`config.mk`:
```
export PLATFORM = sky130hd
export DESIGN_NAME = imem_fetch_sequencer
export DESIGN_NICKNAME = d
export VERILOG_FILES = /design/src/rtl/imem_fetch_pkg.sv /design/src/rtl/instr_len_decode.sv /design/src/rtl/imem_fetch_sequencer.sv
export SDC_FILE = /design/constraint.sdc
export NUM_CORES = 1
export LEC_CHECK = 0
export ABC_AREA = 1
export CORE_MARGIN = 2
export CORE_UTILIZATION = 49
export DETAILED_ROUTE_END_ITERATION = 8
export PLACE_DENSITY = 0.84
export SYNTH_ARGS = -nofsm -noshare
export SYNTH_HDL_FRONTEND = slang
export SYNTH_HIERARCHICAL = 1
export SYNTH_SLANG_ARGS = --single-unit
```
`constraint.sdc`:
```
create_clock -name clk -period 2.35 [get_ports clk]
set_input_delay 0.3525 -clock clk [delete_from_list [all_inputs] [get_ports clk]]
set_output_delay 0.3525 -clock clk [all_outputs]
set_load 0.01 [all_outputs]
```
`src/rtl/imem_fetch_pkg.sv`:
```
`default_nettype none
// ============================================================================
// Module      : imem_fetch_pkg
// Description : Shared types and constants for the Y86 instruction-memory
//               fetch sequencer: FSM state encoding, icode values, maximum
//               instruction length and the icode -> length lookup.
// Revision    : 1.0 - initial release
// ============================================================================
package imem_fetch_pkg;

    typedef enum logic [1:0] {
        ST_IDLE = 2'd0,
        ST_READ = 2'd1,
        ST_RESP = 2'd2
    } state_t;

    localparam int INSTR_BYTES = 10;

    localparam logic [3:0] ICODE_HALT   = 4'h0;
    localparam logic [3:0] ICODE_NOP    = 4'h1;
    localparam logic [3:0] ICODE_RRMOVQ = 4'h2;
    localparam logic [3:0] ICODE_IRMOVQ = 4'h3;
    localparam logic [3:0] ICODE_RMMOVQ = 4'h4;
    localparam logic [3:0] ICODE_MRMOVQ = 4'h5;
    localparam logic [3:0] ICODE_OPQ    = 4'h6;
    localparam logic [3:0] ICODE_JXX    = 4'h7;
    localparam logic [3:0] ICODE_CALL   = 4'h8;
    localparam logic [3:0] ICODE_RET    = 4'h9;
    localparam logic [3:0] ICODE_PUSHQ  = 4'hA;
    localparam logic [3:0] ICODE_POPQ   = 4'hB;

    // Instruction length in bytes for a given icode; unknown icodes are
    // treated as single-byte so the fetch never over-runs.
    function automatic logic [3:0] icode_len(input logic [3:0] icode);
        logic [3:0] len;
        case (icode)
            ICODE_HALT, ICODE_NOP, ICODE_RET:                   len = 4'd1;
            ICODE_RRMOVQ, ICODE_OPQ, ICODE_PUSHQ, ICODE_POPQ:   len = 4'd2;
            ICODE_JXX, ICODE_CALL:                              len = 4'd9;
            ICODE_IRMOVQ, ICODE_RMMOVQ, ICODE_MRMOVQ:           len = 4'd10;
            default:                                            len = 4'd1;
        endcase
        return len;
    endfunction

endpackage
`default_nettype wire

```
`src/rtl/instr_len_decode.sv`:
```
`default_nettype none
// ============================================================================
// Module      : instr_len_decode
// Description : Combinational Y86 instruction-length decoder (icode -> bytes).
// Ports       : i_icode [3:0] - icode field (Byte0[7:4])
//               o_len   [3:0] - instruction length, 1..10
// Revision    : 1.0 - initial release
// ============================================================================
module instr_len_decode
    import imem_fetch_pkg::*;
(
    input  logic [3:0] i_icode,
    output logic [3:0] o_len
);

    assign o_len = icode_len(i_icode);

endmodule
`default_nettype wire

```
`src/rtl/imem_fetch_sequencer.sv`:
```
`default_nettype none
// ============================================================================
// Module      : imem_fetch_sequencer
// Description : Drives a byte-wide, 1-cycle-latency synchronous instruction
//               memory to assemble one Y86 instruction window (Byte0 plus
//               Byte1..9). Flags out-of-range PCs and supports flush.
// Config      : IMEM_FETCH_LEN_DECODE_EN - when defined, the fetch length is
//               decoded from Byte0 and issue stops early; otherwise all 10
//               bytes are always fetched.
// Ports       : clk, rst_n           - clock, async active-low reset
//               i_req_valid/o_req_ready/i_req_pc - fetch request
//               i_flush              - abort fetch, back to IDLE
//               o_mem_rd_en/o_mem_addr/i_mem_rdata - memory interface
//               o_rsp_valid/i_rsp_ready - window handshake
//               o_rsp_byte0, o_rsp_byte19, o_rsp_len, o_imem_error - window
// Revision    : 1.0 - initial release
// ============================================================================
module imem_fetch_sequencer
    import imem_fetch_pkg::*;
#(
    parameter int MEM_DEPTH = 2048,
    parameter int ADDR_W    = 11
) (
    input  logic              clk,
    input  logic              rst_n,
    input  logic              i_req_valid,
    output logic              o_req_ready,
    input  logic [63:0]       i_req_pc,
    input  logic              i_flush,
    output logic              o_mem_rd_en,
    output logic [ADDR_W-1:0] o_mem_addr,
    input  logic [7:0]        i_mem_rdata,
    output logic              o_rsp_valid,
    input  logic              i_rsp_ready,
    output logic [7:0]        o_rsp_byte0,
    output logic [71:0]       o_rsp_byte19,
    output logic [3:0]        o_rsp_len,
    output logic              o_imem_error
);

    state_t r_state;
    state_t w_state_next;

    logic [63:0]                     r_pc;
    logic [INSTR_BYTES-1:0][7:0]     r_buf;
    logic [3:0]                      r_len;      // best-known fetch length
    logic [3:0]                      r_rsp_len;
    logic                            r_err;
    // Issue stage: the read presented to memory in the current cycle.
    logic                            r_iss_act;  // slot issued (real or past-end)
    logic [3:0]                      r_iss_idx;
    logic                            r_rd_en;    // real memory read
    logic [ADDR_W-1:0]               r_addr;
    // Capture stage: the issue from last cycle whose data is on i_mem_rdata.
    logic                            r_tok;
    logic [3:0]                      r_tok_idx;
    logic                            r_tok_rd;

    logic        w_accept;
    logic        w_pc_bad;
    logic        w_pc1_ok;
    logic [63:0] w_pc1;
    logic [3:0]  w_len_dec;
    logic [3:0]  w_len_eff;
    logic        w_last;
    logic        w_next_iss_ok;
    logic [63:0] w_next_addr;
    logic        w_next_in_range;

    // Gating with rst_n keeps the request side quiet while reset is held.
    assign o_req_ready = (r_state == ST_IDLE) && rst_n;
    assign w_accept    = i_req_valid && o_req_ready;
    assign w_pc_bad    = i_req_pc > 64'(MEM_DEPTH - 1);
    assign w_pc1       = i_req_pc + 64'd1;
    assign w_pc1_ok    = w_pc1 < 64'(MEM_DEPTH);

`ifdef IMEM_FETCH_LEN_DECODE_EN
    instr_len_decode u_len_decode (
        .i_icode (i_mem_rdata[7:4]),
        .o_len   (w_len_dec)
    );
`else
    assign w_len_dec = 4'(INSTR_BYTES);
`endif

    // Byte0 arrives with token 0; from that edge on its decoded length rules.
    assign w_len_eff       = (r_tok && (r_tok_idx == 4'd0)) ? w_len_dec : r_len;
    assign w_last          = r_tok && (r_tok_idx == (w_len_eff - 4'd1));
    assign w_next_iss_ok   = r_iss_act && ((r_iss_idx + 4'd1) < w_len_eff);
    assign w_next_addr     = r_pc + 64'(r_iss_idx) + 64'd1;
    assign w_next_in_range = w_next_addr < 64'(MEM_DEPTH);

    // Issue 0 goes out in the accepting cycle so Byte0 is back one cycle later.
    assign o_mem_rd_en = (w_accept && !w_pc_bad) || r_rd_en;
    assign o_mem_addr  = w_accept ? i_req_pc[ADDR_W-1:0] : r_addr;

    always_ff @(posedge clk or negedge rst_n) begin
        if (!rst_n) begin
            r_state <= ST_IDLE;
        end else begin
            r_state <= w_state_next;
        end
    end

    always_comb begin
        w_state_next = r_state;
        case (r_state)
            ST_IDLE: begin
                if (w_accept) begin
                    w_state_next = w_pc_bad ? ST_RESP : ST_READ;
                end
            end
            ST_READ: begin
                if (i_flush) begin
                    w_state_next = ST_IDLE;
                end else if (w_last) begin
                    w_state_next = ST_RESP;
                end
            end
            ST_RESP: begin
                if (i_flush || i_rsp_ready) begin
                    w_state_next = ST_IDLE;
                end
            end
            default: w_state_next = ST_IDLE;
        endcase
    end

    always_ff @(posedge clk or negedge rst_n) begin
        if (!rst_n) begin
            r_pc      <= '0;
            r_buf     <= '0;
            r_len     <= '0;
            r_rsp_len <= '0;
            r_err     <= 1'b0;
            r_iss_act <= 1'b0;
            r_iss_idx <= '0;
            r_rd_en   <= 1'b0;
            r_addr    <= '0;
            r_tok     <= 1'b0;
            r_tok_idx <= '0;
            r_tok_rd  <= 1'b0;
        end else begin
            case (r_state)
                ST_IDLE: begin
                    if (w_accept) begin
                        r_pc      <= i_req_pc;
                        r_buf     <= '0;
                        r_err     <= w_pc_bad;
                        r_rsp_len <= '0;
                        r_len     <= 4'(INSTR_BYTES);
                        r_tok     <= !w_pc_bad;
                        r_tok_idx <= '0;
                        r_tok_rd  <= !w_pc_bad;
                        r_iss_act <= !w_pc_bad;
                        r_iss_idx <= 4'd1;
                        r_rd_en   <= !w_pc_bad && w_pc1_ok;
                        r_addr    <= w_pc1[ADDR_W-1:0];
                    end
                end
                ST_READ: begin
                    if (i_flush) begin
                        r_iss_act <= 1'b0;
                        r_rd_en   <= 1'b0;
                        r_tok     <= 1'b0;
                    end else begin
                        r_tok     <= r_iss_act;
                        r_tok_idx <= r_iss_idx;
                        r_tok_rd  <= r_rd_en;
                        r_len     <= w_len_eff;
                        // Past-end slots stay at the zero left by accept.
                        if (r_tok && r_tok_rd) begin
                            r_buf[r_tok_idx] <= i_mem_rdata;
                        end
                        if (w_last) begin
                            r_iss_act <= 1'b0;
                            r_rd_en   <= 1'b0;
                            r_tok     <= 1'b0;
                            r_rsp_len <= w_len_eff;
                        end else if (w_next_iss_ok) begin
                            r_iss_idx <= r_iss_idx + 4'd1;
                            r_rd_en   <= w_next_in_range;
                            r_addr    <= w_next_addr[ADDR_W-1:0];
                        end else begin
                            r_iss_act <= 1'b0;
                            r_rd_en   <= 1'b0;
                        end
                    end
                end
                default: begin
                    r_iss_act <= 1'b0;
                    r_rd_en   <= 1'b0;
                    r_tok     <= 1'b0;
                end
            endcase
        end
    end

    assign o_rsp_valid  = (r_state == ST_RESP);
    assign o_rsp_byte0  = r_buf[0];
    assign o_rsp_len    = r_rsp_len;
    assign o_imem_error = r_err;

    // pc+1 lands in the top byte, pc+9 in the bottom byte.
    for (genvar k = 1; k < INSTR_BYTES; k++) begin : g_pack
        assign o_rsp_byte19[8*(INSTR_BYTES-1-k) +: 8] = r_buf[k];
    end

endmodule
`default_nettype wire

```
==> impl_metrics.csv, run 1 <==
group,metric,value,unit
run_status,status,"finished with violations",
run_status,violations,"setup timing",
setup_path,crit_path_end_kind,"flop",
global_route,gr-total-overflow,0,
yosys,seq_area_frac_synth,43.2,%
global_route,grt_usage,33.1,%
finish,drive_gt1_share,21.2,%
setup_path,path_cells,"inv_2 > nand2_4 > nor2_4 > nand2_4 > nand2_4 > inv_4 > ha_4 > xnor2_2 > nor2_1 > nand3_1 > nor2_1 > nand3_2 > buf_6 > o211ai_4 > buf_12 > mux2_4",
yosys,synth-edff-count,0,
die,initial_utilization,49.5,%
clocking,cts_num_sinks,178,
route,wirelength,38.5,mm
sta,fin_ws,-0.355,ns
sta,rsz0062_at_grt,"true",
yosys,synth.most_common_cell,"nand2_1",
setup_path,path_max_fanout,5,
clocking,cts_root_buffer,"clkbuf_16",
yosys,yosysUniqueCellTypes,39,
min_path,hp-class,"in2async",
route,drcViolationCount,0,
pwr,leakage,7.11,nW
finish,final_nets,1918,
setup_path,critPathArrivalTime,3.05,ns
sta,slew_headroom,33.8,%
route,antenna_left,0,
yosys,synth_common_cells,"423 x nand2_1, 212 x inv_1, 178 x dfrtp_1",
pwr,p_per_area,737,nW/um^2
yosys,syn_area_per_cell,7.16,um^2
placement,gp_congestion,1.04,
setup_path,cpPeakStageDelay,0.40,ns
yosys,synth_area_leader_cell,"dfrtp_1",
global_route,grt_pass1_wl,57.8,mm
clocking,cts_buffer_depth,2,
route,drtPass1Iterations,9,
route,drt_iter0_markers,1127,
clocking,cts_max_level,4,
yosys,async_flop_share,100,%
sta,final-hold-violation-count,0,
pwr,vdd_drop_max,0.000579,V
sta,slew_viol_final,0,
die,fp.dieH,149,um
die,placementRows,53,
setup_path,required,2.69,ns
yosys,yosys.area.top_type_share,43.2,%
sta,clock_skew,0.0126,ns
placement,hpwl,27.1,mm
setup_path,slowest_stage,"dfrtp_1",
finish,seq_area,4450,um^2
yosys,synth.cell_area,10300,um^2
yosys,synthTopCellsByArea,"dfrtp_1 43%, nand2_1 15%, inv_1 7.7%, nor2_1 6.2%, o22ai_1 5.2%",
setup_path,path_class,"reg2reg",
clocking,numCtsBuffers,17,
route,wl_per_cell,18.2,um
sta,tightest_slew,0.993,ns
finish,n_antenna_cell,0,
yosys,synth_flop_cell,"dfrtp_1",
sta,setup_viol,22,
sta,max_clock_freq,0.370,GHz
die,io_pins,176,
sta,fin_crit,2.71,ns
finish,fin_util,73.0,%
clocking,clkTransAtPathRegs,0.08,ns
sta,timing.final.crit_share,115,%
placement,port_buffers,175,
finish,multi_input_area,5410,um^2
yosys,syn_nets,1529,
setup_path,crit_top_cell,"nand2_4",
flow_run,maxCapViolCount,0,
clocking,clk_latency,0.45,ns
yosys,ys_ff_latch,178,
global_route,first_global_vias,11300,
route,viasPerCell,5.62,
clocking,cts_tree,"yes",
setup_path,startpoint_type,"flop",
die,dieArea,22200,um^2
finish,fillCellCount,1570,
sta,tns,-4.83,ns
global_route,antenna_found_initial,0,
yosys,yosysWarningCount,6,
yosys,netlist_instances,1441,
global_route,grt_max_degree,179,
die,core_area,20800,um^2
finish,area_growth,47.3,%
route,vias,11900,
die,die_x,149,um
-- cell type report --
| class | instances | area share [%] |
|---|---|---|
| multi-input cells | 1016 | 35.6 |
| clock inverters | 15 | 1.24 |
| clock buffers | 17 | 2.80 |
| flip-flops and latches | 178 | 29.3 |
| well taps | 275 | 2.26 |
| inverters | 222 | 5.52 |
| repair buffers | 395 | 23.2 |
-- registers in the layout, summed over array words and instances (netlist names), 2 cells and up --
name          cells
o_rsp_byte0       8
o_rsp_byte19     72
o_rsp_len         4
r_addr           11
r_iss_idx         4
r_len             4
r_pc             64
r_state           2
r_tok_idx         4
-- per-stage QoR --
stage / instances / cell area (um^2) / power (mW) / setup WS, ns / hold slack, ns
floorplan: 1441 / 10400 / 6.02 / -0.0268 / 0.0569
global placement: 2061 / 13900 / 7.73 / -0.396 / 0.451
detailed placement: 2061 / 13900 / 7.79 / -0.475 / 0.471
CTS: 2110 / 14900 / 10.9 / -0.244 / 0.164
global route: 2118 / 15200 / 11.7 / -0.517 / 0.163
finish: 2118 / 15200 / 11.2 / -0.355 / 0.0462
-- worst max-delay path: cells and delay by family (launching register included) --
family                     cells  cell delay (ns)
AOI/OAI and AO/OA              1             0.23
adders and majority gates      1             0.21
xor gates and xnor gates       1             0.14
and+or+nand+nor                8             0.84
buffers and inverters          4             0.45
DFF                            1             0.40
muxes                          1             0.30
-- where the power goes --
part	total (mW)	internal [mW]	leakage, nW	switching [mW]
Clock	3.03	1.47	0.300	1.56
Combinational	3.77	1.60	4.46	2.16
Sequential	4.40	3.65	2.34	0.755
Total	11.2	6.72	7.11	4.48
-- cells in the final DEF, fill, tap and decap left out, types with 4 or more instances in the layout --
master,n
dlymetal6s2s_1,12
nor2_4,11
o22ai_1,85
nor2_2,18
nand3b_1,13
nor4_1,4
xor2_1,16
o21ai_1,7
nor3_1,14
clkdlybuf4s50_1,150
inv_1,207
o21ai_0,73
o21ai_2,4
inv_6,4
nor2_1,158
nand2_1,396
buf_12,7
o31ai_2,4
nand3_2,5
buf_6,11
mux2_4,4
o31ai_4,4
a21oi_2,9
a21oi_4,4
a21oi_1,12
nand3_1,67
ha_1,6
nand2_4,19
dfrtp_1,178
inv_8,5
clkbuf_2,9
o21bai_1,5
clkbuf_16,18
buf_4,202
xnor2_1,5
nand4_1,36
inv_2,11
nand2_2,15
-- cell families (layout without fill, tap and decap cells) --
family                   Yosys count  count (layout)  share of synthesized area, %
AND/OR/NAND/NOR                  764             764                          31.3
buffers and inverters            247             649                          9.27
AO/OA/AOI/OAI                    214             214                          12.4
flip-flops                       178             178                          43.2
XOR/XNOR                          23              23                          1.95
adder cells (fa/ha/maj)           11              11                          1.41
multiplexers                       4               4                         0.437
-- what timing repair did --
action,4_1_cts,5_1_grt
pin swaps,35,37
setup endpoints to repair,35,77
hold buffers,0,0
gates cloned,1,1
resized for setup,94,86
buffers inserted,17,8
-- worst paths after layout --
path                                          startpoint  depth (start not counted)  slack, ns                           end
worst max-delay path            r_tok_idx[2]$_DFFE_PN0P_                         16      -0.36         r_addr[4]$_DFFE_PN0P_
worst min-delay path                               rst_n                          2       0.05  o_rsp_byte19[33]$_DFFE_PN0P_
worst max register to register  r_tok_idx[2]$_DFFE_PN0P_                         16      -0.36         r_addr[4]$_DFFE_PN0P_
worst min register to register      r_len[3]$_DFFE_PN0P_                          2       0.49          r_len[3]$_DFFE_PN0P_
max in group asynchronous                          rst_n                          2       1.51          r_pc[27]$_DFFE_PN0P_
min in group clk                            i_req_pc[26]                          3       0.17          r_pc[26]$_DFFE_PN0P_
-- per-layer routing --
metal | part of all wire [%] | track usage, % | up-vias | wire length (um)
li1 | - | - | 5428 | -
met1 | 39 | 43.5 | 5649 | 15000
met2 | 49 | 55.9 | 680 | 18700
met3 | 8.2 | 4.68 | 140 | 3140
met4 | 4.1 | 12.5 | 0 | 1580
met5 | 0 | 0 | - | 0
No activity file was read; power rests on OpenSTA's default activity.
==> inputs of run 2 (changes only) <==
--- a/config.mk
+++ b/config.mk
@@ -7,9 +7,9 @@
 export LEC_CHECK = 0
 export ABC_AREA = 1
 export CORE_MARGIN = 2
-export CORE_UTILIZATION = 49
+export CORE_UTILIZATION = 54
 export DETAILED_ROUTE_END_ITERATION = 8
-export PLACE_DENSITY = 0.84
+export PLACE_DENSITY = 0.87
 export SYNTH_ARGS = -nofsm -noshare
 export SYNTH_HDL_FRONTEND = slang
 export SYNTH_HIERARCHICAL = 1
==> constraint.sdc (replaced) <==
create_clock -name clk -period 3.1 [get_ports clk]
set_input_delay 0.465 -clock clk [delete_from_list [all_inputs] [get_ports clk]]
set_output_delay 0.465 -clock clk [all_outputs]
set_load 0.01 [all_outputs]
==> impl_metrics.csv, run 2 (synthesis results as in run 1) <==
group,metric,value,unit
run_status,status,"finished, final reports clean",
sta,clock_skew,0.0151,ns
finish,n_antenna_cell,0,
setup_path,required,2.63,ns
route,vias,10700,
placement,hpwl,25.1,mm
placement,port_buffers,175,
clocking,cts_num_sinks,178,
clocking,cts_buffer_depth,2,
clocking,cts_root_buffer,"clkbuf_16",
die,io_pins,176,
sta,max_clock_freq,0.339,GHz
finish,fin_util,70.1,%
die,dieArea,20200,um^2
route,wirelength,33.0,mm
die,initial_utilization,55.1,%
route,wl_per_cell,17.5,um
route,drcViolationCount,0,
finish,largest_reg_flops,72,
sta,slew_viol_final,0,
clocking,cts_max_level,4,
clocking,hold_buffers,0,
setup_path,startpoint_type,"flop",
global_route,grt_pass1_wl,52.2,mm
sta,setup_viol,0,
global_route,grt_max_degree,179,
setup_path,path_max_fanout,23,
sta,fin_crit,2.95,ns
min_path,hp-class,"in2async",
sta,tightest_slew,0.947,ns
finish,drive_gt1_share,6.67,%
die,placementRows,50,
global_route,antenna_found_initial,0,
clocking,clk_latency,0.45,ns
global_route,first_global_vias,9959,
setup_path,path_class,"reg2out",
setup_path,critPathArrivalTime,2.49,ns
route,antenna_left,0,
die,core_area,18700,um^2
die,die_x,142,um
clocking,cts_tree,"yes",
sta,timing.final.crit_share,95.3,%
sta,final-hold-violation-count,0,
finish,final_nets,1725,
flow_run,maxCapViolCount,0,
setup_path,r2r_setup_slack,0.23,ns
clocking,numCtsBuffers,17,
finish,layout_commonest_cell,"nand2_1",
pwr,leakage,5.85,nW
setup_path,crit_path_end_kind,"output port",
sta,rsz0062_at_grt,"false",
finish,final_cell_mix,"423 x nand2_1, 212 x inv_1, 178 x dfrtp_1",
sta,tns,0,ns
placement,gp_congestion,0.962,
sta,slew_headroom,36.9,%
finish,area_growth,27.1,%
route,viasPerCell,5.67,
finish,fillCellCount,1531,
pwr,total_power,7.78,mW
global_route,grt_usage,33.0,%
pwr,vdd_drop_max,0.000418,V
route,drtPass1Iterations,6,
pwr,p_per_area,594,nW/um^2
route,drt_iter0_markers,1011,
die,fp.dieH,142,um
global_route,gr-total-overflow,0,
clocking,clkTransAtPathRegs,0.08,ns
[run 2: cell count changes in the layout (fill, tap and decap cells not counted), sizes merged]
cell           change
buf              -195
clkdlybuf4s50     +23
dlymetal6s2s      -11
clkbuf            -10
clkinv             +3
inv                -3
[run 2: through the flow]
step / area, um^2 / setup slack (ns) / hold slack [ns] / instances
CTS: 13100 / 0.0515 / 0.293 / 1882
global route: 13100 / 0.0118 / 0.331 / 1884
floorplan: 10300 / 0.630 / 0.169 / 1441
detailed placement: 12500 / 0.0852 / 0.460 / 1850
global placement: 12500 / 0.138 / 0.450 / 1850
finish: 13100 / 0.146 / 0.227 / 1884
[run 2: worst paths after layout]
kind,start,endpoint,cells past startpoint
max in group asynchronous,rst_n,r_tok_rd$_DFFE_PN0P_,2
setup reg to reg,r_iss_idx[0]$_DFFE_PN0P_,r_rd_en$_DFFE_PN0N_,21
min in group clk,r_len[3]$_DFFE_PN0P_,r_len[3]$_DFFE_PN0P_,2
hold / removal,rst_n,o_rsp_byte19[46]$_DFFE_PN0P_,2
hold reg to reg,r_len[3]$_DFFE_PN0P_,r_len[3]$_DFFE_PN0P_,2
setup / recovery,r_state[0]$_DFFE_PN0P_,o_mem_addr[0],8
[run 2: worst max-delay path, cell delays in order (launching register included)]
cell and delay, ns:
dfrtp_1 0.43, nor2_1 0.20, inv_2 0.08, nor2_2 0.23, nand2_2 0.12, inv_4 0.22
nand2_1 0.12, o21ai_0 0.09, clkdlybuf4s50_1 0.55
[run 2: power breakdown]
group / leakage, nW / total, mW / switching [mW] / internal [mW]
Sequential: 2.34 / 3.38 / 0.615 / 2.76
Combinational: 3.22 / 2.19 / 1.33 / 0.863
Clock: 0.295 / 2.21 / 1.11 / 1.10
[run 2: routing by layer]
metal	track usage [%]	routed length, um
met2	53.9	15600
met3	5.01	2680
met5	0	0
met1	45.1	13800
met4	11.8	891
[run 2: area by class of cell]
class	count	area (um^2)	share of cell area (%)
Tap cell	234	293	2.23
Clock buffer	17	425	3.25
Inverter	222	836	6.38
Multi-Input combinational cell	1016	4930	37.6
Timing Repair Buffer	202	2000	15.2
Sequential cell	178	4450	34.0
Clock inverter	15	175	1.34
[run 2: what timing repair did]
action	4_1_cts	5_1_grt
pin swaps	0	1
setup endpoints to repair	11	15
resized for setup	1	5
setup buffers	0	2
